--- src/rtl/a2d_pkg.sv ---
// Shared types for the A2D conversion scheduler: FSM states, channel rotation
// index, and the SPI command word builder.
// Latency: n/a (types and a pure function only).
// Backpressure: n/a.
package a2d_pkg;

  typedef enum logic [2:0] {
    IDLE  = 3'd0,
    CMD   = 3'd1,
    GAP   = 3'd2,
    READ  = 3'd3,
    FAULT = 3'd4
  } state_t;

  // Rotation order is the enum order; the pointer wraps BATT -> LFT.
  typedef enum logic [1:0] {
    LFT   = 2'd0,
    RGHT  = 2'd1,
    STEER = 2'd2,
    BATT  = 2'd3
  } ch_idx_t;

  // Command word: channel number in bits [13:11], everything else zero.
  function automatic logic [15:0] cmd_word(input logic [2:0] chnl);
    return {2'b00, chnl, 11'h000};
  endfunction

endpackage

--- src/rtl/a2d_tmr.sv ---
// Loadable down-counter shared by the inter-transaction gap and the done timeout.
// Latency: load takes effect on the next clock; last is combinational from the count.
// Backpressure: none; en simply freezes the count when low. Saturates at zero.
//   clk, rst   : clock, async active-high reset
//   load       : load load_val (has priority over en)
//   load_val   : value to load
//   en         : decrement by one when nonzero
//   last       : count is 1, i.e. this cycle's decrement reaches zero
module a2d_tmr #(
  parameter int W = 16
) (
  input  logic         clk,
  input  logic         rst,
  input  logic         load,
  input  logic [W-1:0] load_val,
  input  logic         en,
  output logic         last
);

  logic [W-1:0] cnt;

  always_ff @(posedge clk or posedge rst) begin
    if (rst) begin
      cnt <= '0;
    end else if (load) begin
      cnt <= load_val;
    end else if (en && (cnt != '0)) begin
      cnt <= cnt - 1'b1;
    end
  end

  assign last = (cnt == W'(1));

endmodule

--- src/rtl/a2d_seq.sv ---
// Round-robin scheduler sharing one SPI A2D between left/right load cell, steering pot, battery.
// Latency: nxt -> wrt 1 clk; CMD done -> READ wrt GAP_CYC idle clks; READ done -> result/upd 1 clk.
// Backpressure: nxt while busy collapses into one pending request; nxt ignored in FAULT.
//   clk, rst          : clock, async active-high reset
//   nxt, clr_err      : conversion request pulse, fault clear pulse
//   done, rd_data     : SPI master completion pulse and receive word
//   wrt, wt_data      : SPI transaction start pulse and transmit word
//   lft_ld, rght_ld, steer_pot, batt : latest 12-bit results
//   upd               : per-channel write strobe {batt, steer, rght, lft}
//   busy, err         : not IDLE, sticky timeout fault
module a2d_seq
  import a2d_pkg::*;
#(
  parameter int         GAP_CYC  = 2,
  parameter int         TIMEOUT  = 4096,
  parameter logic [2:0] CH_LFT   = 3'd0,
  parameter logic [2:0] CH_RGHT  = 3'd4,
  parameter logic [2:0] CH_STEER = 3'd5,
  parameter logic [2:0] CH_BATT  = 3'd6
) (
  input  logic        clk,
  input  logic        rst,
  input  logic        nxt,
  input  logic        clr_err,
  input  logic        done,
  input  logic [15:0] rd_data,
  output logic        wrt,
  output logic [15:0] wt_data,
  output logic [11:0] lft_ld,
  output logic [11:0] rght_ld,
  output logic [11:0] steer_pot,
  output logic [11:0] batt,
  output logic [3:0]  upd,
  output logic        busy,
  output logic        err
);

  state_t     state, state_nxt;
  ch_idx_t    ptr;
  logic       pend;
  logic [2:0] chnl;

  logic        launch;    // IDLE starts the command transaction
  logic        rd_wrt;    // GAP expires, start the read transaction
  logic        cmd_done;
  logic        rd_done;
  logic        tmo;       // timeout fires with no done this cycle
  logic        tmr_load;
  logic [15:0] tmr_val;
  logic        tmr_en;
  logic        tmr_last;

  // Upper receive bits carry no conversion data.
  logic rd_unused;
  assign rd_unused = ^rd_data[15:12];

  a2d_tmr #(.W(16)) u_tmr (
    .clk      (clk),
    .rst      (rst),
    .load     (tmr_load),
    .load_val (tmr_val),
    .en       (tmr_en),
    .last     (tmr_last)
  );

  always_comb begin
    chnl = CH_LFT;
    case (ptr)
      LFT:     chnl = CH_LFT;
      RGHT:    chnl = CH_RGHT;
      STEER:   chnl = CH_STEER;
      BATT:    chnl = CH_BATT;
      default: chnl = CH_LFT;
    endcase
  end

  // State register
  always_ff @(posedge clk or posedge rst) begin
    if (rst) state <= IDLE;
    else     state <= state_nxt;
  end

  // Next-state logic. done is checked before the timeout so a late done still wins.
  always_comb begin
    state_nxt = state;
    case (state)
      IDLE:    if (nxt || pend) state_nxt = CMD;
      CMD: begin
        if (done)          state_nxt = GAP;
        else if (tmr_last) state_nxt = FAULT;
      end
      GAP:     if (tmr_last) state_nxt = READ;
      READ: begin
        if (done)          state_nxt = IDLE;
        else if (tmr_last) state_nxt = FAULT;
      end
      FAULT:   if (clr_err) state_nxt = IDLE;
      default: state_nxt = IDLE;
    endcase
  end

  // Output / control decode
  always_comb begin
    launch   = (state == IDLE) && (nxt || pend);
    rd_wrt   = (state == GAP) && tmr_last;
    cmd_done = (state == CMD) && done;
    rd_done  = (state == READ) && done;
    tmo      = ((state == CMD) || (state == READ)) && !done && tmr_last;
    tmr_load = launch || rd_wrt || cmd_done;
    tmr_val  = cmd_done ? 16'(GAP_CYC) : 16'(TIMEOUT);
    tmr_en   = (state == CMD) || (state == GAP) || (state == READ);
    busy     = (state != IDLE);
  end

  // Datapath: SPI word, pending flag, fault flag, pointer and result registers.
  always_ff @(posedge clk or posedge rst) begin
    if (rst) begin
      wrt       <= 1'b0;
      wt_data   <= 16'h0000;
      pend      <= 1'b0;
      err       <= 1'b0;
      ptr       <= LFT;
      upd       <= 4'b0000;
      lft_ld    <= 12'h000;
      rght_ld   <= 12'h000;
      steer_pot <= 12'h000;
      batt      <= 12'h000;
    end else begin
      wrt <= launch || rd_wrt;
      upd <= 4'b0000;

      // The word is only reloaded at launch so it stays put through GAP and READ.
      if (launch) wt_data <= cmd_word(chnl);

      // A request arriving while busy (including the cycle READ finishes) is
      // remembered once; FAULT drops requests.
      if (launch || tmo)
        pend <= 1'b0;
      else if (nxt && (state != IDLE) && (state != FAULT))
        pend <= 1'b1;

      if (tmo)
        err <= 1'b1;
      else if ((state == FAULT) && clr_err)
        err <= 1'b0;

      if (rd_done) begin
        case (ptr)
          LFT:     begin lft_ld    <= rd_data[11:0]; upd <= 4'b0001; end
          RGHT:    begin rght_ld   <= rd_data[11:0]; upd <= 4'b0010; end
          STEER:   begin steer_pot <= rd_data[11:0]; upd <= 4'b0100; end
          BATT:    begin batt      <= rd_data[11:0]; upd <= 4'b1000; end
          default: upd <= 4'b0000;
        endcase
        ptr <= ch_idx_t'(ptr + 2'd1);
      end
    end
  end

endmodule

--- config.mk ---
export PLATFORM = sky130hd
export DESIGN_NAME = a2d_seq
export DESIGN_NICKNAME = d
export VERILOG_FILES = /design/src/rtl/a2d_pkg.sv /design/src/rtl/a2d_tmr.sv /design/src/rtl/a2d_seq.sv
export SDC_FILE = /design/constraint.sdc
export NUM_CORES = 1
export LEC_CHECK = 0
export CAP_MARGIN = 10
export CORE_MARGIN = 4
export CORE_UTILIZATION = 49
export CTS_CLUSTER_DIAMETER = 50
export DETAILED_ROUTE_END_ITERATION = 12
export GPL_ROUTABILITY_DRIVEN = 1
export PLACE_DENSITY_LB_ADDON = 0.05
export SYNTH_ARGS = -nofsm -noshare
export SYNTH_HDL_FRONTEND = slang
export SYNTH_HIERARCHICAL = 1
export SYNTH_SLANG_ARGS = --single-unit
--- constraint.sdc ---
create_clock -name clk -period 3.2 [get_ports clk]
set_clock_uncertainty 0.15 [all_clocks]
set_input_delay 0.64 -clock clk [delete_from_list [all_inputs] [get_ports clk]]
set_output_delay 0.64 -clock clk [all_outputs]
set_load 0.03 [all_outputs]
==> impl_metrics.csv, run 1 <==
group,metric,value,unit
timing,fin_setup_tns,0,ns
synth,ys_seq_area_share,50.8,%
power,cellLeakagePower,2.30,nW
critical_path,cpMaxStageDelayCell,"sky130_fd_sc_hd__nor4_1",
synth,synth_largest_area_cell,"sky130_fd_sc_hd__dfrtp_1",
worst_hold_path,class_of_the_worst_hold_path,"register to register",
timing,timing.final.crit_share,86.8,%
critical_path,critical_path_class,"register to register",
clock_network,clock_tree.htree_level_count,3,
power,power.combinational.fraction,50.7,%
detailed_routing,drtIter0Drc,42,
critical_path,critical_path_max_stage_delay,0.46,ns
global_routing,grt_first_pass_wirelength,13.0,mm
power,p_int,3.05,mW
detailed_routing,routed-via-count,2579,
clock_network,cts.repair_timing.setup_buffer_count,0,
clock_network,cts.root.buffer_cell,"sky130_fd_sc_hd__clkbuf_8",
critical_path,crit_end_category,"register",
clock_network,post_cts_resize_count,0,
clock_network,cts_tree,"yes",
critical_path,worst_setup_path_startpoint,"u_tmr/cnt[10]",
synth,postSynth.topFlopCell,"sky130_fd_sc_hd__dfrtp_1",
clock_network,hold_buffers,0,
detailed_routing,drt_first_pass_iters,4,
floorplan,floorplan.core_area,7730,sq um
global_routing,first_global_vias,2533,
power,vdd_drop_max,0.504,mV
global_routing,grt.overflow.total,0,
detailed_routing,route.antenna.remaining_nets,0,
finish,post_layout_nonfiller_instances,507,
critical_path,crit_path_frequent_cell,"sky130_fd_sc_hd__inv_1",
clock_network,longest_clk_path_bufs,2,
finish,num_antenna_cells,0,
floorplan,initial_utilization,50.4,%
power,sequentialPowerShare,34.8,%
finish,layout-area-overhead-vs-synth,26.5,%
floorplan,fp-row-count,32,
synth,leading_cell_types_by_total_area_after_synthesis,"sky130_fd_sc_hd__dfrtp_1 (51%), sky130_fd_sc_hd__mux2_4 (15%), sky130_fd_sc_hd__mux2_2 (3.2%)",
finish,layout_fillers,652,
worst_hold_path,min_from,"err",
synth,async_flop_share,100,%
clock_network,worstSkewPairLatency,0.35,ns
synth,number_of_distinct_library_cells_after_synthesis,53,
finish,commonest_cells_after_routing_fill_and_taps_aside,"sky130_fd_sc_hd__dfrtp_1 (79), sky130_fd_sc_hd__clkdlybuf4s50_1 (74), sky130_fd_sc_hd__mux2_4 (39)",
timing,max_freq,0.360,GHz
detailed_routing,average_detailed_routed_wire_length_per_instance,15.3,um
clock_network,clk_transition_reported_paths,0.09,ns
power,power_density,1050,nW/um^2
critical_path,crit_chain,"nor4_1, nand2_1, nor2_1, inv_1, a211o_2, a21oi_1, inv_1, o211ai_1, o311ai_0",
placed_design,numPlacedInstances,491,
placed_design,dp_hpwl,5.50,mm
finish,seqCellArea,1980,sq um
synth,cells_after_synth,309,
critical_path,crit_path_start_kind,"register",
critical_path,required,3.25,ns
timing,grt_setup_unrepaired,"false",
global_routing,grt_max_degree,29,
floorplan,die_y,97.1,um
power,pwr-share-clk,14.6,%
global_routing,grt_antenna_before_repair,0,
detailed_routing,routed_wl,7.74,mm
floorplan,i_o_pin_total,92,
run_status,run_status,"finished clean",
global_routing,gr-usage-all-layers,16.9,%
timing,finalHoldViolCount,0,
detailed_routing,remaining_drc_errors,0,
synth,netlist.area_leader.share,50.8,%
timing,final_period_minus_worst_setup_slack,2.78,ns
synth,synthesized_flop_and_latch_total,79,
finish,drive_gt1_share,21.0,%
timing,maxSlewViolCount,0,
synth,syn_area,3890,sq um
clock_network,clkSinkCount,79,
floorplan,area_of_the_die,9430,sq um
flow_run,timing.max_cap.violations,0,
detailed_routing,post_drt_via_cell_ratio,5.09,
floorplan,die-width,97.1,um
placed_design,place.gp.congestion,0.804,
synth,mean_instance_size_in_the_synthesized_netlist,12.6,sq um
critical_path,cp_data_arrival_time,2.82,ns
critical_path,worst-path-max-fanout,21,
finish,multi_input_area,1770,sq um
power,switching_power,2.12,mW
placed_design,place.port_buffers,74,
power,netSwitchingFraction,41.0,%
timing,worst_slew_margin_rel,54.5,%
timing,timing_worst_slew_pin_value,0.681,ns
clock_network,cts_buffers,9,
critical_path,critical_path.reg2reg.startpoint,"u_tmr/cnt[10]",
synth,yosys_warnings,6,
finish,layout.cells.most_common,"sky130_fd_sc_hd__dfrtp_1",
timing,finalSetupViolations,0,
synth,synth_edf_count,0,
finish,nNetsFinal,430,
## layer usage
layer	share of wire [%]	vias up	GRT usage (%)
met4	1.0	0	6.05
met5	0	-	0
met1	47	1265	22.6
met2	47	56	26.5
li1	-	1251	-
met3	4.9	7	4.59
## path summary, 6_finish.rpt
| check | end | slack [ns] | depth (start not counted) |
|---|---|---|---|
| min in group asynchronous | batt[11] | 0.57 | 2 |
| worst max register to register | u_tmr/cnt[8] | 0.42 | 9 |
| worst min register to register | err | 0.33 | 1 |
| max in group asynchronous | steer_pot[9] | 1.75 | 3 |
| worst min-delay path | err | 0.33 | 1 |
| worst max-delay path | u_tmr/cnt[8] | 0.42 | 9 |
## state kept, by name, summed over array words and instances (netlist names)
signal and cells:
wrt 1, lft_ld 12, rght_ld 12, pend 1
steer_pot 12, batt 12, err 1, state 3
ptr 2, upd 4, wt_data 3, u_tmr/cnt 16
## through the flow
step / cell area (sq um) / hold slack (ns) / power [mW] / utilization (%) / setup slack (ns)
finish: 4920 / 0.330 / 5.17 / 63.7 / 0.422
detailed placement: 4720 / 0.316 / 4.46 / 61.1 / 0.412
global placement: 4720 / 0.311 / 4.40 / 61.1 / 0.444
CTS: 4920 / 0.337 / 5.23 / 63.7 / 0.376
global route: 4920 / 0.370 / 5.49 / 63.7 / 0.108
floorplan: 3990 / 0.365 / 3.53 / - / 0.770
## power groups by stage
stage / combinational [mW] / sequential, mW / clock, mW
6_report: 2.62 / 1.80 / 0.754
5_1_grt: 2.79 / 1.87 / 0.829
4_1_cts: 2.65 / 1.80 / 0.782
3_5_place_dp: 2.64 / 1.82 / 0
3_3_place_gp: 2.60 / 1.80 / 0
2_1_floorplan: 1.16 / 2.37 / 0
## cell type report
type | count | share of cell area, %
Clock inverter | 7 | 1.63
Clock buffer | 9 | 2.52
Sequential cell | 79 | 40.2
Inverter | 12 | 0.915
Multi-Input combinational cell | 218 | 36.0
Timing Repair Buffer | 80 | 16.2
Tap cell | 102 | 2.59
## worst max-delay path: cells and delay by family, from the launching register on
kind / cells / cell delay, ns
AO/OA/AOI/OAI: 4 / 0.83
buffers and inverters: 2 / 0.39
flip-flops: 1 / 0.43
AND/OR/NAND/NOR: 3 / 0.82
## cells in the mapped netlist (all sizes together) (4+ instances only)
master,n
a31oi,10
or3,5
or4b,4
or4,5
o21ai,7
ha,9
inv,12
o31ai,7
mux2,50
nor2,23
clkbuf,5
dfrtp,79
buf,21
nor4,5
nand2,22
a21oi,5
## logic make-up after synthesis
group                    count (synthesis)  synth area share, %
multiplexers                            50                 18.2
buffers and inverters                   38                 6.20
adder cells (fa/ha/maj)                  9                 2.89
XOR/XNOR                                 2                0.450
flip-flops                              79                 50.8
other                                    1               0.0963
AND/OR/NAND/NOR                         87                 13.6
AO/OA/AOI/OAI                           43                 7.72
Power figures use the tool's default switching activity.
==> run 2: changes to the inputs <==
--- a/config.mk
+++ b/config.mk
@@ -7,11 +7,11 @@
 export LEC_CHECK = 0
 export CAP_MARGIN = 10
 export CORE_MARGIN = 4
-export CORE_UTILIZATION = 49
+export CORE_UTILIZATION = 50
 export CTS_CLUSTER_DIAMETER = 50
 export DETAILED_ROUTE_END_ITERATION = 12
 export GPL_ROUTABILITY_DRIVEN = 1
-export PLACE_DENSITY_LB_ADDON = 0.05
+export PLACE_DENSITY = 0.85
 export SYNTH_ARGS = -nofsm -noshare
 export SYNTH_HDL_FRONTEND = slang
 export SYNTH_HIERARCHICAL = 1
==> constraint.sdc (replaced) <==
create_clock -name clk -period 3.2 [get_ports clk]
set_clock_uncertainty 0.15 [all_clocks]
set_input_delay 0.32 -clock clk [delete_from_list [all_inputs] [get_ports clk]]
set_output_delay 0.32 -clock clk [all_outputs]
set_load 0.03 [all_outputs]
==> run 2 against run 1 <==
Compared with the run above:
- global-route usage increased by 1.7 points
- combinational power barely moved
- hold slack worse by 0.11 ns
- critical endpoint unchanged
- highest routed layer unchanged
==> impl_metrics.csv, run 2 (synthesis results as in run 1) <==
group,metric,value,unit
run_status,run_status,"finished clean",
timing,timing.final.crit_share,86.8,%
critical_path,worst_path_dominant_cell_family,"simple AND/OR/NAND/NOR gates",
global_routing,grt_antenna_before_repair,0,
timing,worst_slew_margin_rel,57.9,%
critical_path,crit_chain,"nor4_1, nand2_1, nor2_1, inv_1, a211o_2, a21oi_1, inv_1, o211ai_1, o311ai_0",
global_routing,first_global_vias,2574,
power,power_density,1070,nW/um^2
critical_path,critical_path.reg2reg.startpoint,"u_tmr/cnt[10]",
timing,finalHoldViolCount,0,
power,cellLeakagePower,2.30,nW
timing,timing_worst_slew_pin_value,0.630,ns
floorplan,fp-row-count,31,
timing,maxSlewViolCount,0,
global_routing,grt_first_pass_wirelength,13.1,mm
timing,max_freq,0.360,GHz
detailed_routing,drt_first_pass_iters,4,
clock_network,cts_buffers,9,
global_routing,grt_max_degree,64,
clock_network,clkSinkCount,79,
floorplan,initial_utilization,52.5,%
detailed_routing,drtIter0Drc,61,
floorplan,area_of_the_die,9260,sq um
clock_network,cts.root.buffer_cell,"sky130_fd_sc_hd__clkbuf_8",
critical_path,cp.buffers_inverters,2,
timing,fin_setup_tns,0,ns
detailed_routing,routed_wl,8.04,mm
timing,grt_setup_unrepaired,"false",
detailed_routing,remaining_drc_errors,0,
floorplan,i_o_pin_total,92,
critical_path,crit_end_category,"register",
clock_network,longest_clk_path_bufs,2,
critical_path,worst-r2r-setup-slack,0.42,ns
clock_network,hold_buffers,0,
finish,nNetsFinal,427,
clock_network,cts_tree,"yes",
finish,largest_register_ff_count,16,
critical_path,reg2reg_depth,9,
critical_path,reg2reg_to,"u_tmr/cnt[8]",
finish,largest-register,"u_tmr/cnt",
detailed_routing,route.antenna.remaining_nets,0,
clock_network,cts.repair_timing.setup_buffer_count,0,
global_routing,grt.overflow.total,0,
critical_path,crit_path_frequent_cell,"sky130_fd_sc_hd__inv_1",
clock_network,worstSkewPairLatency,0.34,ns
finish,final_util,66.3,%
critical_path,crit_path_start_kind,"register",
timing,hold_slack,0.217,ns
critical_path,critical_path_class,"register to register",
flow_run,timing.max_cap.violations,0,
finish,layout.cells.most_common,"sky130_fd_sc_hd__dfrtp_1",
finish,num_antenna_cells,0,
critical_path,worst-path-max-fanout,21,
floorplan,die-width,96.2,um
clock_network,clock_tree.htree_level_count,3,
finish,drive_gt1_share,20.1,%
finish,layout-area-overhead-vs-synth,26.3,%
clock_network,post_cts_resize_count,0,
placed_design,dp_hpwl,5.86,mm
critical_path,cpMaxStageDelayCell,"sky130_fd_sc_hd__nor4_1",
finish,commonest_cells_after_routing_fill_and_taps_aside,"sky130_fd_sc_hd__dfrtp_1 (79), sky130_fd_sc_hd__clkdlybuf4s50_1 (74), sky130_fd_sc_hd__mux2_4 (39)",
placed_design,place.gp.congestion,0.815,
detailed_routing,average_detailed_routed_wire_length_per_instance,16.0,um
critical_path,critical_path_max_stage_delay,0.47,ns
timing,final_period_minus_worst_setup_slack,2.78,ns
detailed_routing,routed-via-count,2599,
placed_design,place.port_buffers,74,
critical_path,critical_path_depth,9,
global_routing,gr-usage-all-layers,18.6,%
power,vdd_drop_max,0.577,mV
detailed_routing,post_drt_via_cell_ratio,5.19,
timing,finalSetupViolations,0,
floorplan,floorplan.core_area,7410,sq um
critical_path,cp_data_arrival_time,2.82,ns
floorplan,die_y,96.2,um
critical_path,required,3.25,ns
worst_hold_path,class_of_the_worst_hold_path,"primary input to asynchronous set/reset pin",
clock_network,clk_transition_reported_paths,0.09,ns
==> run 2: cell types whose count changed in the layout (fill, tap and decap cells not counted), sizes merged <==
cell / change
buf: -3
clkbuf: +1
clkinvlp: -3
bufinv: +1
inv: -1
clkinv: +2
==> run 2: worst max-delay path by stage <==
| stage | startpoint | end | slack (ns) |
|---|---|---|---|
| floorplan | u_tmr/cnt[6] | u_tmr/cnt[6] | 0.77 |
| global placement | u_tmr/cnt[10] | u_tmr/cnt[8] | 0.51 |
| detailed placement | u_tmr/cnt[13] | u_tmr/cnt[8] | 0.47 |
| CTS | u_tmr/cnt[13] | u_tmr/cnt[8] | 0.44 |
| global route | u_tmr/cnt[13] | u_tmr/cnt[8] | 0.12 |
| finish | u_tmr/cnt[10] | u_tmr/cnt[8] | 0.42 |
==> run 2: area by class of cell <==
cell class | count | area [sq um]
fillers | 571 | 2490
flip-flops and latches | 79 | 1980
multi-input cells | 218 | 1770
repair buffers | 77 | 776
clock buffers | 10 | 128
well taps | 99 | 124
clock inverters | 6 | 93.8
inverters | 12 | 45.0
==> run 2: stage by stage <==
step / instances / power [mW] / area (sq um) / setup WS (ns)
floorplan: 335 / 3.53 / 3990 / 0.770
global placement: 485 / 4.36 / 4690 / 0.512
detailed placement: 485 / 4.47 / 4690 / 0.465
CTS: 501 / 5.31 / 4910 / 0.436
global route: 501 / 5.58 / 4910 / 0.117
finish: 501 / 5.26 / 4910 / 0.423
==> run 2: routing by layer <==
layer	GRT usage (%)	part of all wire [%]	vias up
met1	23.4	44	1264
met3	5.16	6.1	2
met2	31.7	50	85
li1	-	-	1248
met5	0	0	-
met4	4.27	0.45	0
==> run 2: where the power goes <==
| group | total (mW) | internal, mW | leakage, nW | switching, mW |
|---|---|---|---|---|
| logic | 2.61 | 1.23 | 1.22 | 1.39 |
| registers | 1.83 | 1.45 | 0.976 | 0.386 |
| clock network | 0.815 | 0.445 | 0.107 | 0.370 |
==> run 2: tightest hold or removal path: cells and delay by family <==
kind     cells  cell delay (ns)
buf+inv      3             0.79
==> variant 1 (config.mk and constraints of run 1) <==
Encoding of `state_t`: now Gray code (3 bits for 5 states).
--- a/src/rtl/a2d_pkg.sv
+++ b/src/rtl/a2d_pkg.sv
@@ -5,11 +5,11 @@
 package a2d_pkg;
 
   typedef enum logic [2:0] {
-    IDLE  = 3'd0,
-    CMD   = 3'd1,
-    GAP   = 3'd2,
-    READ  = 3'd3,
-    FAULT = 3'd4
+    IDLE  = 3'b000,
+    CMD   = 3'b001,
+    GAP   = 3'b011,
+    READ  = 3'b010,
+    FAULT = 3'b110
   } state_t;
 
   // Rotation order is the enum order; the pointer wraps BATT -> LFT.
Behaviour: no difference found for any inputs over 10 cycles, from zero or initial values and one cycle with rst high; not proved beyond that.
==> variant 1 against run 1 <==
Wire length up 1.8%; global-route usage decreased by 0.25 points; setup slack got worse by 26 ps; first-iteration DRC count rose by 81%; cell area grew 0.56%; via count increased by 0.66%; utilization up 0.36 points; total power down 9.3%; sequential power is 4% lower; synthesized area rose by 0.39%; sequential cell count is the same; critical path type unchanged; critical endpoint unchanged; largest power group unchanged.
==> variant 1: results (changes against run 1) <==
total track usage 16.7% (was 16.9%); ys async rst share 100% (unchanged); drt total wl 7.88 mm (was 7.74 mm); clk_lat worst skew 340 ps; largest net degree at the start of global routing 39 (was 29); Worst Path Arrival 2850 ps (was 2820 ps); Hold Path Class reg2reg (unchanged); H-Tree Depth 3 (unchanged); total number of vias 2596 (was 2579); Root Driver clkbuf_8 (unchanged); Post-Place Cells 492 (was 491); Final Wtd Congestion 0.800 (was 0.804); status finished, final reports clean (unchanged); pre-CTS WS 397 ps (was 412 ps); cell accounting for the most synthesized area dfrtp_1 (unchanged); VDD IR-drop max 0.408 mV (was 0.504 mV); DRT iter0 DRCs 76 (was 42); number of buffers created by CTS 9 (unchanged); top post-synthesis cells by area dfrtp_1 (51%), mux2_4 (15%), mux2_2 (3.2%) (unchanged); Layout Cells excl Fill 508 (was 507); synth unique cells 51 (was 53); most frequent cell after synthesis dfrtp_1 (unchanged); sequential fraction of the synthesis area 50.6% (was 50.8%); initial antenna violation count 0 (unchanged); LEAKAGE 2.33 nW (was 2.30 nW); most frequent cells after synthesis dfrtp_1 (79), mux2_4 (39), nor2_1 (20), nand2_1 (15), inv_1 (14) (was dfrtp_1 (79), mux2_4 (39), nor2_1 (22), nand2_1 (18), buf_4 (14)); Post-Syn Area per Cell 12.6 um2 (about the same); worst-margin pin slew 666 ps (was 681 ps); vias in the first global route 2517 (was 2533); fill count 609 (was 652); post-detail-place hpwl 5.67 mm (was 5.50 mm); share of cells above drive strength 1 20.2% (was 21.0%); antenna cells 0 (unchanged); Layout Nets 431 (was 430); Placed Area 0.00473 mm2 (was 0.00472 mm2); first-pass GRT wire length 12.9 mm (was 13.0 mm)
-- variant 1: worst max-delay path, stage by stage, from the launching register on --
cell	delay [ps]
dfrtp_1	430
nor4_1	460
nand2_1	150
nor2_1	230
and2_1	170
o21ai_0	70
a21oi_1	300
inv_1	350
o211ai_1	190
o311ai_0	140
-- variant 1: routing by layer --
metal / up-vias / share of wire, % / global-route usage (%)
met2: 61 / 47 / 26.5
met3: 2 / 4.7 / 4.24
met1: 1272 / 48 / 23.3
met4: 0 / 0.24 / 3.41
li1: 1261 / - / -
met5: - / 0 / 0
-- variant 1: worst paths after layout --
kind,to,from,cells after the start,slack (ps)
max,u_tmr/cnt[8],u_tmr/cnt[10],9,400
min,steer_pot[6],steer_pot[6],1,360
max reg2reg,u_tmr/cnt[8],u_tmr/cnt[10],9,400
min reg2reg,steer_pot[6],steer_pot[6],1,360
max in group asynchronous,batt[6],rst,3,1750
min in group asynchronous,state[0],rst,2,550
-- variant 1: area by class of cell --
class | count | area (um2) | area share (%)
Clock buffer | 10 | 128 | 2.58
Clock inverter | 6 | 92.6 | 1.87
Inverter | 14 | 52.6 | 1.06
Multi-Input combinational cell | 218 | 1780 | 36.0
Sequential cell | 79 | 1980 | 39.9
Tap cell | 102 | 128 | 2.58
Timing Repair Buffer | 79 | 791 | 16.0
-- variant 1: power by group --
group | switching (mW) | internal, mW
Sequential | 0.324 | 1.40
Combinational | 1.12 | 1.04
Clock | 0.370 | 0.444
Total | 1.81 | 2.88
-- variant 1: cell families after synthesis --
group                      synth area share (%)
and+or+nand+nor                            13.4
DFF                                        50.6
muxes                                      18.2
AOI/OAI and AO/OA                          7.97
buffers and inverters                      6.28
adders and majority gates                  2.88
xor gates and xnor gates                  0.673
other                                    0.0960
-- variant 1: stage by stage --
| step | power [mW] | hold WS [ps] |
|---|---|---|
| floorplan | 3.12 | 390 |
| global placement | 3.87 | 337 |
| detailed placement | 3.91 | 341 |
| CTS | 4.74 | 363 |
| global route | 4.96 | 369 |
| finish | 4.70 | 360 |
==> variant 2 (config.mk and constraints of run 1) <==
Made on the original files. Set the parameter `CH_BATT` to 3'd3 (it was 3'd6).
--- a/src/rtl/a2d_seq.sv
+++ b/src/rtl/a2d_seq.sv
@@ -16,7 +16,7 @@
   parameter logic [2:0] CH_LFT   = 3'd0,
   parameter logic [2:0] CH_RGHT  = 3'd4,
   parameter logic [2:0] CH_STEER = 3'd5,
-  parameter logic [2:0] CH_BATT  = 3'd6
+  parameter logic [2:0] CH_BATT  = 3'd3
 ) (
   input  logic        clk,
   input  logic        rst,
Function: same outputs for any inputs over 10 cycles, from zero or initial values and one cycle with rst high; that may be too few to reach the edited logic, so the function may still have changed.
==> variant 2 against run 1 <==
Synthesized area is 1.2% lower; largest cell class unchanged; setup slack worse by 110 ps; highest routed layer unchanged; first-iteration DRC count is 4.8% higher; critical endpoint unchanged; wire length is 1.9% lower; sequential cell count stayed put; fmax is 3.7% lower; utilization is 0.42 points lower; cell area is 1.2% lower; total power is 1.4% lower; sequential share of layout area is 0.47 points higher.
==> variant 2: results (changes against run 1) <==
status finished, final reports clean (unchanged); met3 usage 3.82% (was 4.59%); min Tclk post-route 2890 ps (was 2780 ps); Compound-Gate Fraction of Synth Area 7.45% (was 7.71%); number of buffers created by CTS 9 (unchanged); met1 wire length 3.64 mm (was 3.62 mm); DRT iter0 DRCs 44 (was 42); Layout Nets 430 (unchanged); hold_ws 341 ps (was 330 ps); Post-Synth XOR/XNOR Area 0.455% (was 0.450%); Avg WL per Cell 15.0 um (was 15.3 um); worst-margin pin slew 651 ps (was 681 ps); VDD IR-drop max 0.496 mV (was 0.504 mV); LEAKAGE 2.25 nW (was 2.30 nW); ys async rst share 100% (unchanged); Post-Synth Adder-Cell Area 2.93% (was 2.89%); top post-synthesis cells by area dfrtp_1 (51%), mux2_4 (11%), mux2_2 (5.3%) (was dfrtp_1 (51%), mux2_4 (15%), mux2_2 (3.2%)); first-pass GRT wire length 13.0 mm (about the same); met2 WL 3.50 mm (was 3.66 mm); met2 Track Usage GR 25.6% (was 26.5%); most frequent cells after synthesis dfrtp_1 (79), mux2_4 (29), nor2_1 (21), mux2_2 (18), nand2_1 (17) (was dfrtp_1 (79), mux2_4 (39), nor2_1 (22), nand2_1 (18), buf_4 (14)); pre-CTS WS 334 ps (was 412 ps); sequential fraction of the synthesis area 51.4% (was 50.8%); fill count 653 (was 652); Crit path largest cell delay 530 ps (was 460 ps); M1 GR Usage 23.8% (was 22.6%); sequential share of power 35.4% (was 34.8%); multiplexer area fraction after synthesis 17.5% (was 18.2%); CP max stage cell or4_1 (was nor4_1); total track usage 17.0% (was 16.9%); Post-Syn Area per Cell 12.5 um2 (was 12.6 um2); Final Wtd Congestion 0.777 (was 0.804); post-detail-place hpwl 5.45 mm (was 5.50 mm); largest reg by FF count u_tmr/cnt (unchanged); Logic pwr share 51.4% (was 50.7%); drt total wl 7.59 mm (was 7.74 mm); Worst Path Arrival 2930 ps (was 2820 ps); vias in the first global route 2590 (was 2533)
[variant 2: changes by cell type in the layout (fill, tap and decap cells not counted), sizes merged, moves of 2 or more]
cell	delta
a21oi	-2
clkinv	+2
clkinvlp	-2
nand2	-2
nor2b	+2
[variant 2: area by class of cell]
class | instances | area, um2 | area share (%)
Clock buffer | 9 | 124 | 2.55
Inverter | 12 | 45.0 | 0.926
Sequential cell | 79 | 1980 | 40.6
Multi-Input combinational cell | 218 | 1740 | 35.7
Clock inverter | 7 | 55.1 | 1.13
Timing Repair Buffer | 80 | 798 | 16.4
Tap cell | 102 | 128 | 2.62
[variant 2: worst paths after layout]
check                               from             to  cells past startpoint
setup / recovery           u_tmr/cnt[10]   u_tmr/cnt[8]                      9
hold / removal                 lft_ld[5]      lft_ld[5]                      1
setup reg to reg           u_tmr/cnt[10]   u_tmr/cnt[8]                      9
hold reg to reg                lft_ld[5]      lft_ld[5]                      1
max in group asynchronous            rst   steer_pot[3]                      3
min in group asynchronous            rst  u_tmr/cnt[13]                      2
